## config.mk

```make
export PLATFORM = sky130hd
export DESIGN_NAME = ascon_perm_ctrl_flat
export DESIGN_NICKNAME = d
export VERILOG_FILES = /design/src/rtl/ascon_perm_ctrl_if.sv /design/src/rtl/ascon_perm_ctrl.sv /design/src/flat_wrapper.sv
export SDC_FILE = /design/constraint.sdc
export NUM_CORES = 1
export LEC_CHECK = 0
export CAP_MARGIN = 40
export CORE_AREA = 2 2 39 41
export CTS_CLUSTER_SIZE = 16
export DETAILED_ROUTE_END_ITERATION = 16
export DIE_AREA = 0 0 41 43
export RECOVER_POWER = 25
export SLEW_MARGIN = 20
export SYNTH_ARGS = -nofsm -noshare
export SYNTH_HDL_FRONTEND = slang
export SYNTH_SLANG_ARGS = --single-unit
```

## constraint.sdc

```tcl
create_clock -name clock_i -period 3.45 [get_ports clock_i]
set_clock_uncertainty 0.05 [all_clocks]
set_input_delay 0.345 -clock clock_i [delete_from_list [all_inputs] [get_ports clock_i]]
set_output_delay 0.345 -clock clock_i [all_outputs]
set_load 0.02 [all_outputs]
```

## src/rtl/ascon_perm_ctrl_if.sv

```systemverilog
// Handshake/control bundle between the Ascon permutation sequencer and its user.
// The slave side is the controller; the master side issues permutation requests.
interface ascon_perm_ctrl_if;
   logic       start_i;
   logic [1:0] mode_i;
   logic       ready_o;
   logic       busy_o;
   logic [3:0] round_o;
   logic       input_select_o;
   logic       done_o;
   logic       err_o;

   modport slave (
      input  start_i,
      input  mode_i,
      output ready_o,
      output busy_o,
      output round_o,
      output input_select_o,
      output done_o,
      output err_o
   );

   modport master (
      output start_i,
      output mode_i,
      input  ready_o,
      input  busy_o,
      input  round_o,
      input  input_select_o,
      input  done_o,
      input  err_o
   );
endinterface

```

## src/rtl/ascon_perm_ctrl.sv

```systemverilog
// Round sequencer for the Ascon permutator: runs p12/p8 (and p6 when ASCON_P6_EN
// is defined) from one start request and pulses done_o while the final state is valid.
module ascon_perm_ctrl (
   input  logic             clock_i,
   input  logic             reset_i,
   ascon_perm_ctrl_if.slave bus
);

   typedef enum logic [1:0] {
      ST_IDLE = 2'd0,
      ST_RUN  = 2'd1,
      ST_DONE = 2'd2
   } state_t;

   localparam logic [3:0] LAST_ROUND = 4'd11;

   state_t     r_state;
   logic [3:0] r_round;
   logic       r_first;
   logic       r_err;

   state_t     w_state_nxt;
   logic [3:0] w_round_nxt;
   logic       w_first_nxt;
   logic       w_err_nxt;
   logic       w_mode_legal;
   logic [3:0] w_start_round;

   // Start round is 12-N; unlisted modes are rejected with an error pulse.
   always_comb begin
      // NOTE: every always_comb output gets a default first so no path can infer a latch.
      w_mode_legal  = 1'b1;
      w_start_round = 4'd0;
      case (bus.mode_i)
         2'b00:   w_start_round = 4'd0;
         2'b01:   w_start_round = 4'd4;
`ifdef ASCON_P6_EN
         2'b10:   w_start_round = 4'd6;
`endif
         default: w_mode_legal  = 1'b0;
      endcase
   end

   always_comb begin
      w_state_nxt = r_state;
      w_round_nxt = r_round;
      w_first_nxt = 1'b0;
      w_err_nxt   = 1'b0;

      case (r_state)
         ST_IDLE: begin
            if (bus.start_i) begin
               if (w_mode_legal) begin
                  w_state_nxt = ST_RUN;
                  w_round_nxt = w_start_round;
                  w_first_nxt = 1'b1;
               end else begin
                  w_err_nxt = 1'b1;
               end
            end
         end
         ST_RUN: begin
            if (r_round == LAST_ROUND) begin
               w_state_nxt = ST_DONE;
               w_round_nxt = 4'd0;
            end else begin
               w_round_nxt = r_round + 4'd1;
            end
         end
         ST_DONE: begin
            w_state_nxt = ST_IDLE;
         end
         default: begin
            w_state_nxt = ST_IDLE;
            w_round_nxt = 4'd0;
         end
      endcase

      // r_round is zero outside RUN, so it drives round_o directly.
      bus.ready_o        = (r_state == ST_IDLE);
      bus.busy_o         = (r_state == ST_RUN);
      bus.done_o         = (r_state == ST_DONE);
      bus.input_select_o = (r_state == ST_RUN) && !r_first;
      bus.round_o        = r_round;
      bus.err_o          = r_err;
   end

   // NOTE: reset is synchronous and takes priority over any start request in the same edge.
   always_ff @(posedge clock_i) begin
      if (reset_i) begin
         // NOTE: sequential state uses non-blocking assignments only.
         r_state <= ST_IDLE;
         r_round <= 4'd0;
         r_first <= 1'b0;
         r_err   <= 1'b0;
      end else begin
         r_state <= w_state_nxt;
         r_round <= w_round_nxt;
         r_first <= w_first_nxt;
         r_err   <= w_err_nxt;
      end
   end

endmodule

```

## src/flat_wrapper.sv

```systemverilog
// flat-port wrapper written by rule: the top's interface ports become plain ports
module ascon_perm_ctrl_flat 
  (clock_i, reset_i, bus_start_i, bus_mode_i, bus_ready_o, bus_busy_o, bus_round_o, bus_input_select_o, bus_done_o, bus_err_o);
  ascon_perm_ctrl_if bus_i ();
  input  logic clock_i;
  input  logic reset_i;
  input wire logic [$bits(bus_i.start_i)-1:0] bus_start_i;
  input wire logic [$bits(bus_i.mode_i)-1:0] bus_mode_i;
  output wire logic [$bits(bus_i.ready_o)-1:0] bus_ready_o;
  output wire logic [$bits(bus_i.busy_o)-1:0] bus_busy_o;
  output wire logic [$bits(bus_i.round_o)-1:0] bus_round_o;
  output wire logic [$bits(bus_i.input_select_o)-1:0] bus_input_select_o;
  output wire logic [$bits(bus_i.done_o)-1:0] bus_done_o;
  output wire logic [$bits(bus_i.err_o)-1:0] bus_err_o;
  assign bus_i.start_i = bus_start_i;
  assign bus_i.mode_i = bus_mode_i;
  assign bus_ready_o = bus_i.ready_o;
  assign bus_busy_o = bus_i.busy_o;
  assign bus_round_o = bus_i.round_o;
  assign bus_input_select_o = bus_i.input_select_o;
  assign bus_done_o = bus_i.done_o;
  assign bus_err_o = bus_i.err_o;
  ascon_perm_ctrl u_core (.clock_i(clock_i), .reset_i(reset_i), .bus(bus_i));
endmodule
```

* Word level (Yosys, flattened, before mapping)
Index checks and enable logic that the tools add are counted. W data, S select, Z words.
Cells by class: $add $sub $neg 1, equal/unequal tests 7, multiplexer cells 12, bitwise operators 3, reductions and logical operators 8
Operators with widths (number):
- $mux W4 | 3
- $pmux W4 S3 | 1
- $mux W2 | 3
- $reduce_and A3 Y1 | 2
- $add A4 B1 Y4 const B | 1
- $eq A2 B1 Y1 const B | 2
- $eq A4 B4 Y1 const B | 1
- $logic_not A2 Y1 | 2
- $ne A2 B1 Y1 const B | 2
- $pmux W2 S2 | 1
- $mux W1 | 3
- $mux W3 | 1
- $not A1 Y1 | 3
- $reduce_or A3 Y1 | 1
- $eq A2 B2 Y1 const B | 1
- $ne A2 B2 Y1 const B | 1
- $reduce_or A2 Y1 | 1
- $logic_and A1 B1 Y1 | 1
- $logic_not A1 Y1 | 1
Storage, ports and cells: register bits 8, bits of input ports 5, word-level logic and storage cells 35

* Depth between registers and ports, before layout
Gate-level depths: netlist of run 1.
depth after elaboration 6, mapped depth 4, depth with buffers taken out 4

* Worst setup path before layout of run 1
OpenSTA, ideal clock, no wires.
kind register to register, start register u_core.r_round[0], in the netlist u_core.bus.round_o[0], end register u_core.r_round[2], in the netlist u_core.bus.round_o[2], arrival time 1163 ps, path slack 2110 ps, stages on the path, launching flop included 5, cell sequence dfxtp_1 -> ha_1 -> and3b_1 -> a211oi_1 -> o41ai_2
Between the ends: word-level cells in the longest chain between the ends 3, elaborated cells between the ends (all ways) 4, those cells by class add/sub (1); eq/ne (1); mux (2)
RTL lines:
- from (decl) | line ascon_perm_ctrl.sv:18 | logic [3:0] r_round;
- from (signal assigned) | line ascon_perm_ctrl.sv:98 | r_round <= w_round_nxt;
- $add A4 B1 Y4 or $eq A4 B4 Y1 (tied branches) | line ascon_perm_ctrl.sv:67, ascon_perm_ctrl.sv:63
- $mux W4 (*) | line ascon_perm_ctrl.sv:63 | if (r_round == LAST_ROUND) begin
- $pmux W4 S3 (*) | line ascon_perm_ctrl.sv:50 | case (r_state)
Mark *: on every way between the ends. The rest lies on a longest branch, timed or not. A chain may end at the register's enable or synchronous reset.

* Final worst setup path of run 1
start register u_core.r_state[0], end output bus_busy_o
Between the ends: word-level cells in the longest chain between the ends 1
RTL lines:
- from (decl) | line ascon_perm_ctrl.sv:17 | state_t r_state;
- from (signal assigned) | line ascon_perm_ctrl.sv:97 | r_state <= w_state_nxt;
- $eq A2 B1 Y1 | line ascon_perm_ctrl.sv:81 | bus.busy_o = (r_state == ST_RUN);
- to (decl) | line flat_wrapper.sv:10 | output wire logic [$bits(bus_i.busy_o)-1:0] bus_busy_o;
Every way passes these cells.

==> results of run 1 <==
## stage by stage
| stage | cells | hold slack (ps) |
|---|---|---|
| after global placement | 70 | 490 |
| after detailed placement | 70 | 480 |
| after CTS | 73 | 492 |
| after floorplan | 42 | 470 |
| after global routing | 73 | 520 |
| final | 73 | 486 |
## sequential cells by signal, indices dropped and copies added (netlist names)
register,count
u_core.bus.err_o,1
u_core.bus.round_o,4
u_core.r_first,1
u_core.r_state,2
## cells in the mapped netlist
master,count
nand2b_1,2
and4b_1,1
inv_2,1
or3b_4,1
a21oi_1,2
ha_1,1
nand4_1,1
nand4b_1,1
nor3b_2,1
nor3_1,1
nor2_1,4
a31oi_1,1
nor2b_1,2
clkbuf_1,1
nand3b_1,2
a211oi_1,1
o41ai_2,1
a32oi_1,2
and4bb_1,1
dfxtp_1,8
nor3b_1,1
nand3_1,3
inv_1,2
and3b_1,1
## per-layer routing
| metal | vias up | track usage, % | wire length [µm] | part of all wire [%] |
|---|---|---|---|---|
| li1 | 189 | - | - | - |
| met1 | 168 | 13.5 | 402 | 50 |
| met2 | 14 | 14.1 | 330 | 41 |
| met3 | 0 | 7.85 | 79 | 9.7 |
| met4 | 0 | 0 | 0 | 0 |
| met5 | - | 0 | 0 | 0 |
## power by group through the flow
stage                     combinational (µW)  clock [µW]  sequential, µW
after global routing                    39.6        80.1             100
after detailed placement                36.5           0             101
after floorplan                         17.8           0             103
after CTS                               36.7        75.9            99.4
after global placement                  36.5           0             102
final                                   36.1        71.3            99.5
## worst register-to-register path: cells and delay by family, from the launching register on
kind | cells | cell delay [ps]
DFF | 1 | 390
and+or+nand+nor | 1 | 180
adders and majority gates | 1 | 200
AOI/OAI and AO/OA | 2 | 330
## cell usage in the layout (no fill, tap or decap)
cell              n
nand4_1           1
nand2b_1          2
nand3b_1          2
a32oi_1           2
inv_1             2
ha_1              1
clkbuf_4          3
nor3_1            1
a21oi_1           2
a31oi_1           1
nor2_1            4
dfxtp_1           8
nor3b_2           1
or3b_4            1
and4bb_1          1
and3b_1           1
nor3b_1           1
dlygate4sd3_1     1
a211oi_1          1
nor2b_1           2
o41ai_2           1
inv_2             1
clkdlybuf4s50_1  12
and4b_1           1
nand3_1           3
nand4b_1          1
## final timing paths
check,from,endpoint,slack (ps),depth (start not counted)
setup / recovery,u_core.r_state[0],bus_busy_o,1500,3
hold / removal,u_core.bus.round_o[0],u_core.bus.round_o[0],490,2
setup reg to reg,u_core.bus.round_o[0],u_core.bus.round_o[2],2180,4
hold reg to reg,u_core.bus.round_o[0],u_core.bus.round_o[0],490,2
## logic make-up after synthesis
| group | count (synthesis) |
|---|---|
| and+or+nand+nor | 22 |
| DFF | 8 |
| adders and majority gates | 1 |
| AOI/OAI and AO/OA | 7 |
| buffers and inverters | 4 |
## layout make-up
type | count | share of cell area, %
clock buffer | 3 | 3.97
inverter | 3 | 1.99
multi-input combinational | 30 | 39.3
sequential | 8 | 28.3
tap | 16 | 3.53
timing repair buffer | 13 | 23.0
==> impl_metrics.tcl, run 1 <==
set metrics [dict create \
    power_frac_seq_pct 48.1 \
    synth_cells 42 \
    start_util_pct 28.8 \
    cellLeakagePower_uw 0.000221 \
    clock-sinks 8 \
    placement.setup.worst_slack_ps 1730 \
    finalCoreUtilization_pct 41.0 \
    fillers 148 \
    max_cap_viol_count 0 \
    grt_pass1_wl_mm 1.23 \
    synth_simple_gate_area_share_pct 38.4 \
    timing_hold_violations_final 0 \
    area_growth_pct 42.5 \
    post_cts_resized 0 \
    synth_nets 48 \
    post_drt_wl_per_cell_um 11.1 \
    io_buffers 13 \
    path_clk_slew_ps 50 \
    layout_setup_ws_ps 1500 \
    multi_input_comb_area_um2 223 \
    via_count_of_the_first_global_routing_pass 287 \
    critPathLaunchType "flip-flop" \
    timing_max_transition_violations_final 0 \
    routed-via-count 371 \
    synth-compound-area-share_pct 14.5 \
    combinational_family_with_the_most_area_after_synthesis "simple AND/OR/NAND/NOR gates" \
    seqCellArea_um2 160 \
    design.portCount 14 \
    sw_frac_of_total_pct 25.6 \
    grtUsageTotal_pct 10.2 \
    totalWireLength_um 812 \
    ctsLongestPathBuffers 2 \
    hpwl_um 607 \
    synth_largest_area_cell "dfxtp_1" \
    finish.instance_area_um2 567 \
    min_period_ps 1950 \
    worst_path_buffer_plus_inverter_count 2 \
    ir_worst_vdd_uv 199 \
    ws_path_type "reg2out" \
    crit_path_end_kind "output pin" \
    tightestPinTransition_ps 321 \
    timing.fmax_ghz 0.513 \
    clock_latency_ps 250 \
    width_of_the_die_um 41 \
    internal_power_uw 154 \
    antenna_found_initial 0 \
    proportion_of_layout_cells_with_a_drive_suffix_above_1_pct 12.3 \
    synth-adder-area-share_pct 3.14 \
    setup_repair_after_global_routing_missed_its_margin "false" \
    power.total_uw 207 \
    cts_hold_buffers 0 \
    switching_power_uw 53.0 \
    vias_per_cell 5.08 \
    yosys.area_share.xor_xnor_pct 0 \
    die_y_um 43 \
    placement_rows 14 \
    cpPeakStageDelay_ps 610 \
    post_synth_mux_area_share_pct 0 \
    power_frac_clock_pct 34.5 \
    globalRouteOverflowTotal 0 \
    insertedDiodeCount 0 \
    fin_crit_sh_pct 56.5 \
    crit_path_cell_chain "nand2b_1 > inv_2 > clkdlybuf4s50_1" \
    h-tree-depth 1 \
    max-slew-margin-rel_pct 78.5 \
    detail_route.iter0.violations 3 \
    fin_setup_tns_ps 0 \
    synth.lib_cells_used.distinct 24 \
    synthesis.yosys.warnings 0 \
    die_area_mm2 0.00176 \
    placer_s_final_routability_congestion_estimate 0.747 \
    cts.root.buffer_cell "clkbuf_4" \
    pwr-share-comb_pct 17.5 \
    synthesized_area_per_cell_um2 9.47 \
    critical_path_peak_fanout 8 \
    worstPathRequired_ps 3050 \
    yosysSeqAreaShare_pct 40.3 \
    cts_post_setup_buffers_inserted 0 \
    netlist_top_cells_area "dfxtp_1 40%, a32oi_1 4.4%, o41ai_2 4.1%, nand3_1 3.8%, nand3b_1 3.8%" \
    route.antenna.remaining_nets 0 \
    placed_area_um2 544 \
    design.core.area_mm2 0.00138 \
    ys_seq_elements 8 \
    yosys.area.top_type_share_pct 40.3 \
    drt_drc_violations_left 0 \
    drtPass1Iterations 4 \
    finalNetCount 65 \
    syn_area_um2 398 \
    final_setup_violations 0 \
    critical_path.top_delay_family "buffers and inverters" \
    timing.critical_path.arrival_ps 1560 \
    timing.hold.worst.class "reg2reg" \
    run_status "complete, no violations" \
    critical_path.slowest_cell "clkdlybuf4s50_1" \
    pin_count_of_the_biggest_net_entering_global_routing 10 \
    power.density_mw_per_mm2 365 \
    clock_buffer_count_from_cts 3 \
    tritoncts "built" \
]
(Power assumes the default switching activity.)
==> run 2: changes to the inputs <==
==> constraint.sdc (replaced) <==
create_clock -name clock_i -period 2 [get_ports clock_i]
set_clock_uncertainty 0.05 [all_clocks]
set_input_delay 0.2 -clock clock_i [delete_from_list [all_inputs] [get_ports clock_i]]
set_output_delay 0.2 -clock clock_i [all_outputs]
set_load 0.02 [all_outputs]
==> run 2 against run 1 <==
Cell area unchanged. Critical path depth is the same. First-iteration DRC count rose to 2.7 times the previous value. Routed wire length is 4.3% higher. Highest routed layer unchanged.
==> impl_metrics.tcl, run 2 (synthesis results as in run 1) <==
set metrics [dict create \
    run_status "complete, no violations" \
    worstPathRequired_ps 1750 \
    finish.instance_area_um2 567 \
    most_frequent_cells_in_the_layout "12 x clkdlybuf4s50_1, 8 x dfxtp_1, 4 x nor2_1" \
    internal_power_uw 266 \
    globalRouteOverflowTotal 0 \
    drtPass1Iterations 4 \
    timing_max_transition_violations_final 0 \
    post_cts_resized 0 \
    tightestPinTransition_ps 332 \
    detail_route.iter0.violations 8 \
    timing.critical_path.arrival_ps 1560 \
    cts_hold_buffers 0 \
    area_growth_pct 42.5 \
    cpPeakStageDelay_ps 610 \
    placement_rows 14 \
    cts.root.buffer_cell "clkbuf_4" \
    fin_setup_tns_ps 0 \
    path_clk_slew_ps 50 \
    min_delay_endpoint "u_core.bus.round_o[0]" \
    die_y_um 43 \
    reg2reg_depth 4 \
    max_cap_viol_count 0 \
    timing_hold_violations_final 0 \
    cellLeakagePower_uw 0.000221 \
    grtUsageTotal_pct 11.2 \
    grt_pass1_wl_mm 1.37 \
    post_drt_wl_per_cell_um 11.6 \
    ff2ff_setup_slack_ps 720 \
    fin_crit_sh_pct 90.3 \
    min_period_ps 1810 \
    count_of_cells_along_the_worst_hold_path 2 \
    switching_power_uw 90.9 \
    design.core.area_mm2 0.00138 \
    h-tree-depth 1 \
    insertedDiodeCount 0 \
    critical_path_peak_fanout 8 \
    setup_repair_after_global_routing_missed_its_margin "false" \
    largest_register_ffs 4 \
    antenna_found_initial 0 \
    critPathLaunchType "flip-flop" \
    crit_path_cell_chain "nand2b_1 > inv_2 > clkdlybuf4s50_1" \
    clock_buffer_count_from_cts 3 \
    ws_path_type "reg2out" \
    fillers 154 \
    power.total_uw 356 \
    die_area_mm2 0.00176 \
    hpwl_um 619 \
    proportion_of_layout_cells_with_a_drive_suffix_above_1_pct 12.3 \
    routed-via-count 382 \
    final_setup_violations 0 \
    width_of_the_die_um 41 \
    finalNetCount 65 \
    design.portCount 14 \
    pin_count_of_the_biggest_net_entering_global_routing 10 \
    placed_area_um2 544 \
    finalCoreUtilization_pct 41.0 \
    cts_post_setup_buffers_inserted 0 \
    critical_path.top_delay_family "buffers and inverters" \
    tritoncts "built" \
    via_count_of_the_first_global_routing_pass 312 \
    rr_startpoint "u_core.bus.round_o[0]" \
    final_common_cell "clkdlybuf4s50_1" \
    totalWireLength_um 847 \
    max-slew-margin-rel_pct 77.8 \
    clock-sinks 8 \
    clock_latency_ps 250 \
    power.density_mw_per_mm2 629 \
    timing.fmax_ghz 0.553 \
    ir_worst_vdd_uv 345 \
    drt_drc_violations_left 0 \
    rr_endpoint "u_core.bus.round_o[2]" \
    ctsLongestPathBuffers 2 \
    power_frac_seq_pct 48.2 \
    placer_s_final_routability_congestion_estimate 0.767 \
    crit_path_end_kind "output pin" \
    power_frac_clock_pct 34.2 \
    io_buffers 13 \
    critical_path.slowest_cell "clkdlybuf4s50_1" \
    timing.hold.worst.class "reg2reg" \
    worst_path_buffer_plus_inverter_count 2 \
    hold_slack_ps 496 \
    sw_frac_of_total_pct 25.5 \
    startpoint_of_the_worst_hold_path "u_core.bus.round_o[0]" \
    start_util_pct 28.8 \
    pwr-share-comb_pct 17.6 \
    route.antenna.remaining_nets 0 \
    vias_per_cell 5.23 \
]
==> run 2: cell counts in the layout (fill, tap and decap cells not counted) <==
No cell type changed its count.
==> run 2: final cells by class <==
| type | instances | area (µm²) | area share, % |
|---|---|---|---|
| flip-flops and latches | 8 | 160 | 28.3 |
| clock buffers | 3 | 22.5 | 3.97 |
| well taps | 16 | 20.0 | 3.53 |
| multi-input cells | 30 | 223 | 39.3 |
| repair buffers | 13 | 130 | 23.0 |
| inverters | 3 | 11.3 | 1.99 |
==> run 2: per-stage QoR <==
step | worst slack, ps | instances
6_report | 193 | 73
5_1_grt | 70.2 | 73
4_1_cts | 177 | 73
3_5_place_dp | 436 | 70
3_3_place_gp | 436 | 70
2_1_floorplan | 660 | 42
==> run 2: power groups by stage <==
| stage | registers (µW) | logic, µW | clock network, µW |
|---|---|---|---|
| 2_1_floorplan | 178 | 30.7 | 0 |
| 3_3_place_gp | 175 | 62.9 | 0 |
| 3_5_place_dp | 175 | 63.0 | 0 |
| 4_1_cts | 172 | 63.3 | 130 |
| 5_1_grt | 173 | 68.6 | 138 |
| 6_report | 172 | 62.6 | 122 |
==> run 2: metal layers <==
metal  global-route usage, %  routed length [µm]  vias to the layer above
li1                        -                   -                      190
met1                    15.4                 427                      178
met2                    15.3                 337                       14
met3                    7.85                  82                        0
met4                       0                   0                        0
met5                       0                   0                        -
==> run 2: worst reg2reg max path: stages (launching register included) <==
cell and delay [ps]:
dfxtp_1 390, ha_1 210, and3b_1 180, a211oi_1 250, o41ai_2 80
==> run 2: worst max path at each step <==
stage	start	cells after the start	to
CTS	u_core.r_state[0]	3	bus_busy_o
global route	u_core.r_state[0]	3	bus_input_select_o
global placement	bus_start_i	4	u_core.bus.round_o[1]
finish	u_core.r_state[0]	3	bus_busy_o
floorplan	u_core.bus.round_o[0]	4	u_core.bus.round_o[2]
detailed placement	bus_start_i	4	u_core.bus.round_o[1]
==> run 3: changes to the inputs <==
--- a/config.mk
+++ b/config.mk
@@ -11,7 +11,6 @@
 export DETAILED_ROUTE_END_ITERATION = 16
 export DIE_AREA = 0 0 41 43
 export RECOVER_POWER = 25
-export SLEW_MARGIN = 20
 export SYNTH_ARGS = -nofsm -noshare
 export SYNTH_HDL_FRONTEND = slang
 export SYNTH_SLANG_ARGS = --single-unit
==> results of run 3 <==
Final layout, timing and power as in run 2 (identical DEF).
